**src/rtl/fetch_stage_if.sv**
```systemverilog
// Instruction-memory request/ready port between the fetch stage (master) and imem (slave).
interface fetch_stage_if;
  logic        req;
  logic [31:0] addr;
  logic [31:0] rdata;
  logic        ready;

  modport master (output req, addr, input rdata, ready);
  modport slave  (input req, addr, output rdata, ready);
endinterface

```
**src/rtl/fetch_stage.sv**
```systemverilog
// MIPS IF stage: PC, imem request/ready port, IF/ID register, stall/branch/trap redirect.
module fetch_stage #(
  parameter logic [31:0] RESET_PC   = 32'h0000_0000,
  parameter logic [31:0] EXC_VECTOR = 32'h0000_0080,
  parameter logic [31:0] NOP_INST   = 32'h0000_0000
) (
  input  logic        clk,
  input  logic        rst,
  input  logic        Pipe_stall,
  input  logic        BranchTaken,
  input  logic [31:0] BranchTarget,
  input  logic        UndefInst,
  fetch_stage_if.master imem,
  output logic [31:0] Inst,
  output logic [31:0] PCPlus4,
  output logic        InstValid,
  output logic [31:0] PC
);

  localparam logic [1:0] IDLE  = 2'd0;
  localparam logic [1:0] FETCH = 2'd1;
  localparam logic [1:0] HOLD  = 2'd2;

  logic [1:0]  state;
  logic [31:0] skid;
  logic        pend;
  logic [31:0] pend_tgt;
  logic        redir;
  logic [31:0] tgt;
  logic [31:0] pc_inc;

  // Trap wins over branch and is taken even while decode is stalled.
  assign redir  = UndefInst | (BranchTaken & ~Pipe_stall);
  assign tgt    = (UndefInst ? EXC_VECTOR : BranchTarget) & ~32'd3;
  assign pc_inc = PC + 32'd4;

  assign imem.req  = (state == FETCH);
  assign imem.addr = PC & ~32'd3;

  always_ff @(posedge clk or posedge rst) begin
    if (rst) begin
      state     <= IDLE;
      PC        <= RESET_PC;
      Inst      <= NOP_INST;
      PCPlus4   <= 32'd0;
      InstValid <= 1'b0;
      skid      <= 32'd0;
      pend      <= 1'b0;
      pend_tgt  <= 32'd0;
    end else begin
      case (state)
        IDLE: begin
          state <= FETCH;
          if (redir) PC <= tgt;
        end
        FETCH: begin
          if (imem.ready) begin
            if (redir || pend) begin
              // Word in flight belongs to the squashed path; a fresh redirect beats a pending one.
              PC        <= redir ? tgt : pend_tgt;
              pend      <= 1'b0;
              Inst      <= NOP_INST;
              InstValid <= 1'b0;
            end else if (!Pipe_stall) begin
              Inst      <= imem.rdata;
              PCPlus4   <= pc_inc;
              InstValid <= 1'b1;
              PC        <= pc_inc;
            end else begin
              skid  <= imem.rdata;
              state <= HOLD;
            end
          end else begin
            // Address must stay put until the outstanding beat returns, so remember the target.
            if (redir) begin
              pend     <= 1'b1;
              pend_tgt <= tgt;
            end
            if (!Pipe_stall) begin
              Inst      <= NOP_INST;
              InstValid <= 1'b0;
            end
          end
        end
        HOLD: begin
          if (redir) begin
            PC        <= tgt;
            Inst      <= NOP_INST;
            InstValid <= 1'b0;
            state     <= FETCH;
          end else if (!Pipe_stall) begin
            Inst      <= skid;
            PCPlus4   <= pc_inc;
            InstValid <= 1'b1;
            PC        <= pc_inc;
            state     <= FETCH;
          end
        end
        default: state <= IDLE;
      endcase
    end
  end

endmodule

```
**src/flat_wrapper.sv**
```systemverilog
// flat-port wrapper written by rule: the top's interface ports become plain ports
module fetch_stage_flat 
#(
  parameter logic [31:0] RESET_PC   = 32'h0000_0000,
  parameter logic [31:0] EXC_VECTOR = 32'h0000_0080,
  parameter logic [31:0] NOP_INST   = 32'h0000_0000
)
  (clk, rst, Pipe_stall, BranchTaken, BranchTarget, UndefInst, Inst, PCPlus4, InstValid, PC, imem_req, imem_addr, imem_rdata, imem_ready);
  fetch_stage_if imem_i ();
  input  logic clk;
  input  logic rst;
  input  logic Pipe_stall;
  input  logic BranchTaken;
  input  logic [31:0] BranchTarget;
  input  logic UndefInst;
  output logic [31:0] Inst;
  output logic [31:0] PCPlus4;
  output logic InstValid;
  output logic [31:0] PC;
  output wire logic [$bits(imem_i.req)-1:0] imem_req;
  output wire logic [$bits(imem_i.addr)-1:0] imem_addr;
  input wire logic [$bits(imem_i.rdata)-1:0] imem_rdata;
  input wire logic [$bits(imem_i.ready)-1:0] imem_ready;
  assign imem_req = imem_i.req;
  assign imem_addr = imem_i.addr;
  assign imem_i.rdata = imem_rdata;
  assign imem_i.ready = imem_ready;
  fetch_stage #(.RESET_PC(RESET_PC), .EXC_VECTOR(EXC_VECTOR), .NOP_INST(NOP_INST)) u_core (.clk(clk), .rst(rst), .Pipe_stall(Pipe_stall), .BranchTaken(BranchTaken), .BranchTarget(BranchTarget), .UndefInst(UndefInst), .imem(imem_i), .Inst(Inst), .PCPlus4(PCPlus4), .InstValid(InstValid), .PC(PC));
endmodule
```
**config.mk**
```make
export PLATFORM = sky130hd
export DESIGN_NAME = fetch_stage_flat
export DESIGN_NICKNAME = d
export VERILOG_FILES = /design/src/rtl/fetch_stage_if.sv /design/src/rtl/fetch_stage.sv /design/src/flat_wrapper.sv
export SDC_FILE = /design/constraint.sdc
export NUM_CORES = 1
export LEC_CHECK = 0
export BUFFER_PORTS_ARGS = -buffer_cell sky130_fd_sc_hd__buf_4
export CORE_ASPECT_RATIO = 1.1
export CORE_MARGIN = 5
export CORE_UTILIZATION = 50
export DETAILED_ROUTE_END_ITERATION = 7
export PLACE_DENSITY = 0.79
export SYNTH_ARGS = -nofsm -noshare
export SYNTH_HDL_FRONTEND = slang
export SYNTH_SLANG_ARGS = --single-unit
```
**constraint.sdc**
```tcl
create_clock -name clk -period 6.15 [get_ports clk]
set_input_delay 0.3075 -clock clk [delete_from_list [all_inputs] [get_ports clk]]
set_output_delay 0.3075 -clock clk [all_outputs]
set_load 0.02 [all_outputs]
```
==> results.yml, run 1 <==
detailed_routing:
  wl_mm: 24.4
  vias_per_cell: 5.88
  wl_met3_mm: 2.34
  vias: 7822
  antenna_left: 0
  drc_errors: 0
  wl_met2_mm: 11.7
  drt-met1-wl_mm: 9.81
  drtPass1Iterations: 5
  top_layer: "met4"
  post_drt_wl_per_cell_um: 18.3
  drt_iter0_drc: 709
synthesis:
  netlist_top_cells_count: "dfrtp_1, nand2_1, o21ai_0, nor2_1, a22oi_1"
  yosysSeqAreaShare: 0.456
  yosys_warnings: 0
  syn_inst: 963
  yosysTopAreaCell: "dfrtp_1"
  synth_area_leaders: "dfrtp_1, mux2_2, nand2_1"
  synth_area_um2: 9000
  synthMostInstantiatedCell: "dfrtp_1"
  synth_area_per_cell_um2: 9.35
  synth_top_area_share: 0.456
  synth_cell_types: 77
  synth-edff-count: 0
  synthFlopType: "dfrtp_1"
  synth_seq_cells: 164
  async_reset_ff_frac: 1.00
worst_setup_path:
  crit_chain: "inv_1 -> ha_1 -> nor2b_1 -> a311o_1 -> buf_4 -> nor4_1 -> a221o_1"
  cp_slowest_cell: "nor2b_1"
  arrival_ns: 3.88
  crit_type: "reg2reg"
  cp_data_required_time_ns: 6.46
  path_max_fanout: 23
  startpoint_type: "flip-flop"
  crit_family: "compound AO/OA/AOI/OAI gates"
  end_kind: "flip-flop"
  worst_path_largest_cell_delay_ns: 0.84
  cp_num_buf_inv: 2
placement:
  port_buffers: 195
  gp_congestion: 0.858
  post-place-ws_ns: 2.61
  dp.cells: 1299
  hpwl_mm: 16.8
cts:
  post-cts-setup-buffers: 0
  cts_tree: "done"
  hold_buffers: 0
  clkLatencyLatePin_ns: 0.43
  cts_resized: 0
  clkTransAtPathRegs_ns: 0.07
  cts_buffers: 17
  clock_sinks: 164
  htreeDepth: 4
  clk_path_buf_depth: 2
  cts-root-buf: "clkbuf_16"
timing:
  finalSetupViolations: 0
  worst_pin_slew_ns: 1.13
  worst_slack_ns: 2.58
  relSlewSlack: 0.238
  skew_ns: 0.00987
  finalCritPeriodShare: 0.581
  tns_ns: 0
  fin_crit_ns: 3.57
  rsz0062_at_grt: "no"
  finalMaxSlewViolations: 0
  fmax_mhz: 280
  hold_viol: 0
grt:
  overflow: 0
  track_usage: 0.239
  grt_pass1_wl_mm: 39.3
  grt_pass1_vias: 7502
  grt_max_degree: 101
  antenna_found_initial: 0
floorplan:
  pin_count: 200
  die_x_um: 138
  core_um2: 17700
  start_util: 0.509
  die_area_um2: 20800
  fp-row-count: 51
  die_height_um: 151
pwr:
  powerDensity_nw_per_um2: 471
  p_leak_nw: 4.86
  ir_drop_uv: 225
finish:
  syn_to_final_growth_pct: 21.4
  layout-drive-gt1-share: 0.285
  layout.nets: 1155
  final_util: 0.618
  diodes: 0
  final_cells: 1331
min_path:
  hold_path.class: "in2async"
job:
  cap_viol_max_count: 0
outcome:
  status: "complete, no violations"
==> routing by layer <==
layer | up-vias | track usage
met5 | - | 0
li1 | 3677 | -
met4 | 0 | 0.0726
met2 | 359 | 0.384
met1 | 3750 | 0.312
met3 | 36 | 0.0699
==> placed cells by master, fill, tap and decap left out, types with 4 or more instances in the layout <==
master       n
a211oi_1     5
a21oi_1     22
a221oi_1     9
a22oi_1     48
a31oi_1      5
a32oi_1      5
and3_1       6
buf_4      208
clkbuf_16   17
clkbuf_8     5
dfrtp_1    164
ha_1         5
inv_1       17
mux2_2      46
nand2_1    138
nand3_1     23
nand4_1     26
nor2_1      51
nor2b_1     19
nor3_1      18
nor4_1       8
o211ai_1     9
o21ai_0     98
o21ai_1      5
o31a_1       4
or2_2        4
or3_1        6
xnor2_1     19
xor2_1      14
==> flip-flops by register name (all words and copies together), names as in the netlist <==
| signal | cells |
|---|---|
| u_core.state | 2 |
| u_core.InstValid | 1 |
| u_core.skid | 32 |
| u_core.Inst | 32 |
| u_core.PC | 32 |
| u_core.pend_tgt | 32 |
| u_core.PCPlus4 | 32 |
| u_core.pend | 1 |
==> cell type report <==
cell class	instances	area, µm²
inverter	18	72.6
clock buffer	23	498
timing repair buffer	208	1560
multi-input combinational	671	4280
fill	1489	6750
sequential	164	4100
tap	238	298
clock inverter	9	118
==> power by group <==
part | internal, mW | switching [mW] | total, mW
sequential | 1.47 | 0.410 | 1.88
combinational | 0.886 | 1.27 | 2.16
clock | 0.657 | 0.446 | 1.10
total | 3.02 | 2.13 | 5.15
==> worst register-to-register path, stage by stage (launching register included) <==
cell     delay, ns
dfrtp_1       0.41
inv_1         0.09
ha_1          0.59
nor2b_1       0.84
a311o_1       0.74
buf_4         0.38
nor4_1        0.10
a221o_1       0.32
==> metrics by stage <==
step,hold WS (ns),power (mW),instance area [µm²]
2_1_floorplan,0.397,3.31,9010
3_3_place_gp,0.455,3.98,10300
3_5_place_dp,0.463,4.05,10300
4_1_cts,0.0858,5.16,10900
5_1_grt,0.0842,5.47,10900
6_report,0.0676,5.15,10900
==> final timing paths <==
path | slack (ns) | to | start | depth (start not counted)
setup reg to reg | 2.58 | u_core.PC[26]$_DFFE_PP0P_ | u_core.state[1]$_DFFE_PP0P_ | 7
min in group clk | 0.10 | u_core.pend$_DFFE_PP0P_ | imem_ready | 2
hold / removal | 0.07 | u_core.pend_tgt[18]$_DFFE_PP0P_ | rst | 2
max in group asynchronous | 4.74 | u_core.skid[2]$_DFFE_PP0P_ | rst | 3
setup / recovery | 2.58 | u_core.PC[26]$_DFFE_PP0P_ | u_core.state[1]$_DFFE_PP0P_ | 7
hold reg to reg | 0.48 | u_core.pend_tgt[31]$_DFFE_PP0P_ | u_core.pend_tgt[31]$_DFFE_PP0P_ | 2
==> kinds of logic (layout without fill, tap and decap cells) <==
kind of cell,Yosys count,count (layout),synth area share
simple gates,331,331,0.188
compound gates,252,252,0.184
flops,164,164,0.456
buf+inv,129,258,0.0734
mux,48,48,0.0598
xor+xnor,33,33,0.0321
fa+ha+maj,5,5,0.00695
other cells,1,2,0.000417
Power figures use the tool's default switching activity.
==> inputs of run 2 (changes only) <==
--- a/config.mk
+++ b/config.mk
@@ -10,7 +10,7 @@
 export CORE_MARGIN = 5
 export CORE_UTILIZATION = 50
 export DETAILED_ROUTE_END_ITERATION = 7
-export PLACE_DENSITY = 0.79
+export PLACE_DENSITY = 0.81
 export SYNTH_ARGS = -nofsm -noshare
 export SYNTH_HDL_FRONTEND = slang
 export SYNTH_SLANG_ARGS = --single-unit
==> constraint.sdc (replaced) <==
create_clock -name clk -period 2.9 [get_ports clk]
set_input_delay 0.145 -clock clk [delete_from_list [all_inputs] [get_ports clk]]
set_output_delay 0.145 -clock clk [all_outputs]
set_load 0.02 [all_outputs]
==> run 2 against run 1 <==
Effect of this change: final area increased by 5.8%; register-to-register slack got worse by 2.2 ns; non-clock buffer count increased by 63; count of clock-buffer cells in the layout decreased by 1; die area unchanged; worst setup slack got worse by 2.2 ns; sequential power increased by 110%; via count increased by 4.7%; highest routed layer unchanged.
==> results.yml, run 2 (synthesized netlist as in run 1, its figures left out) <==
worst_setup_path:
  cp_data_required_time_ns: 3.21
  end_kind: "flip-flop"
  cp_num_buf_inv: 1
  crit_chain: "inv_1 -> ha_1 -> o21ai_1 -> a32oi_1 -> o21ai_0 -> a22o_1"
  worst_path_largest_cell_delay_ns: 0.65
  crit_family: "compound AO/OA/AOI/OAI gates"
  r2r-end: "u_core.PC[12]$_DFFE_PP0P_"
  rrSetupSlack_ns: 0.38
  arrival_ns: 2.83
  path_max_fanout: 14
  cp_slowest_cell: "ha_1"
  r2r-start: "u_core.state[0]$_DFFE_PP0P_"
  reg2regPathDepth: 6
  startpoint_type: "flip-flop"
  crit_type: "reg2reg"
detailed_routing:
  drc_errors: 0
  vias: 8186
  wl_mm: 25.6
  drtPass1Iterations: 7
  post_drt_wl_per_cell_um: 18.4
  antenna_left: 0
  drt_iter0_drc: 754
  vias_per_cell: 5.87
timing:
  finalSetupViolations: 0
  tns_ns: 0
  fmax_mhz: 397
  finalCritPeriodShare: 0.869
  relSlewSlack: 0.454
  rsz0062_at_grt: "no"
  finalMaxSlewViolations: 0
  skew_ns: 0.00723
  hold_viol: 0
  fin_crit_ns: 2.52
  worst_pin_slew_ns: 0.814
finish:
  syn_to_final_growth_pct: 28.4
  diodes: 0
  regArea_um2: 4100
  final_cell_mix: "buf_4, dfrtp_1, nand2_1"
  design_area_um2: 11600
  multi_input_area_um2: 4280
  layout-drive-gt1-share: 0.288
  layout.nets: 1218
  final.fill_count: 1386
  final_common_cell: "buf_4"
grt:
  grt_max_degree: 65
  antenna_found_initial: 0
  track_usage: 0.251
  grt_pass1_wl_mm: 41.5
  overflow: 0
  grt_pass1_vias: 7879
placement:
  gp_congestion: 0.890
  hpwl_mm: 17.8
  port_buffers: 195
  dpl-instance-area_um2: 10500
cts:
  clkLatencyLatePin_ns: 0.42
  clock_sinks: 164
  cts_resized: 0
  post-cts-setup-buffers: 0
  clkTransAtPathRegs_ns: 0.06
  cts_tree: "done"
  hold_buffers: 42
  cts-root-buf: "clkbuf_16"
  cts_buffers: 17
  clk_path_buf_depth: 2
  htreeDepth: 4
floorplan:
  pin_count: 200
  die_x_um: 138
  die_height_um: 151
  core_um2: 17700
  die_area_um2: 20800
  fp-row-count: 51
  start_util: 0.509
min_path:
  hold_start: "BranchTarget[3]"
  holdPathStages: 3
  hold_end: "u_core.pend_tgt[3]$_DFFE_PP0P_"
  hold_path.class: "in2reg"
outcome:
  status: "complete, no violations"
pwr:
  p_leak_nw: 5.16
  powerDensity_nw_per_um2: 969
  ir_drop_uv: 480
job:
  cap_viol_max_count: 0
-- run 2: power by group --
part           leakage (nW)  switching [mW]  internal, mW
clock network         0.307           0.941          1.46
logic                  2.71            2.79          2.02
registers              2.15           0.865          3.13
total                  5.16            4.59          6.60
-- run 2: cell type report --
class	instances	share of cell area
multi-input combinational	671	0.370
clock inverter	10	0.0127
clock buffer	22	0.0419
sequential	164	0.355
inverter	18	0.00617
timing repair buffer	271	0.188
tap	238	0.0258
-- run 2: worst min-delay path, cell delays in order --
cell and delay [ns]:
buf_4 0.11, nand2_1 0.07, o21ai_0 0.07
-- run 2: how the worst max path moves through the flow --
stage	start	endpoint	slack [ns]	cells after the start
floorplan	u_core.state[1]$_DFFE_PP0P_	u_core.PC[8]$_DFFE_PP0P_	0.65	9
global placement	u_core.state[0]$_DFFE_PP0P_	u_core.PC[26]$_DFFE_PP0P_	0.46	8
detailed placement	u_core.state[0]$_DFFE_PP0P_	u_core.PC[26]$_DFFE_PP0P_	0.42	8
CTS	u_core.state[0]$_DFFE_PP0P_	u_core.PC[26]$_DFFE_PP0P_	0.40	8
global route	u_core.state[0]$_DFFE_PP0P_	u_core.PC[14]$_DFFE_PP0P_	0.25	8
finish	u_core.state[0]$_DFFE_PP0P_	u_core.PC[12]$_DFFE_PP0P_	0.38	6
-- run 2: routing by layer --
layer	global-route usage	vias to the layer above	wire length, µm
li1	-	3793	-
met1	0.333	3933	10300
met5	0	-	0
met3	0.0515	65	2020
met2	0.404	395	12400
met4	0.103	0	871
-- run 2: metrics by stage --
stage,cells,setup slack (ns),hold slack [ns],utilization,power (mW)
after floorplan,964,0.655,0.235,-,7.03
after global placement,1320,0.464,0.204,0.594,8.55
after detailed placement,1320,0.415,0.205,0.594,8.73
after CTS,1394,0.404,0.00167,0.654,11.2
after global routing,1394,0.246,0.00203,0.654,11.9
final,1394,0.379,0.0110,0.654,11.2
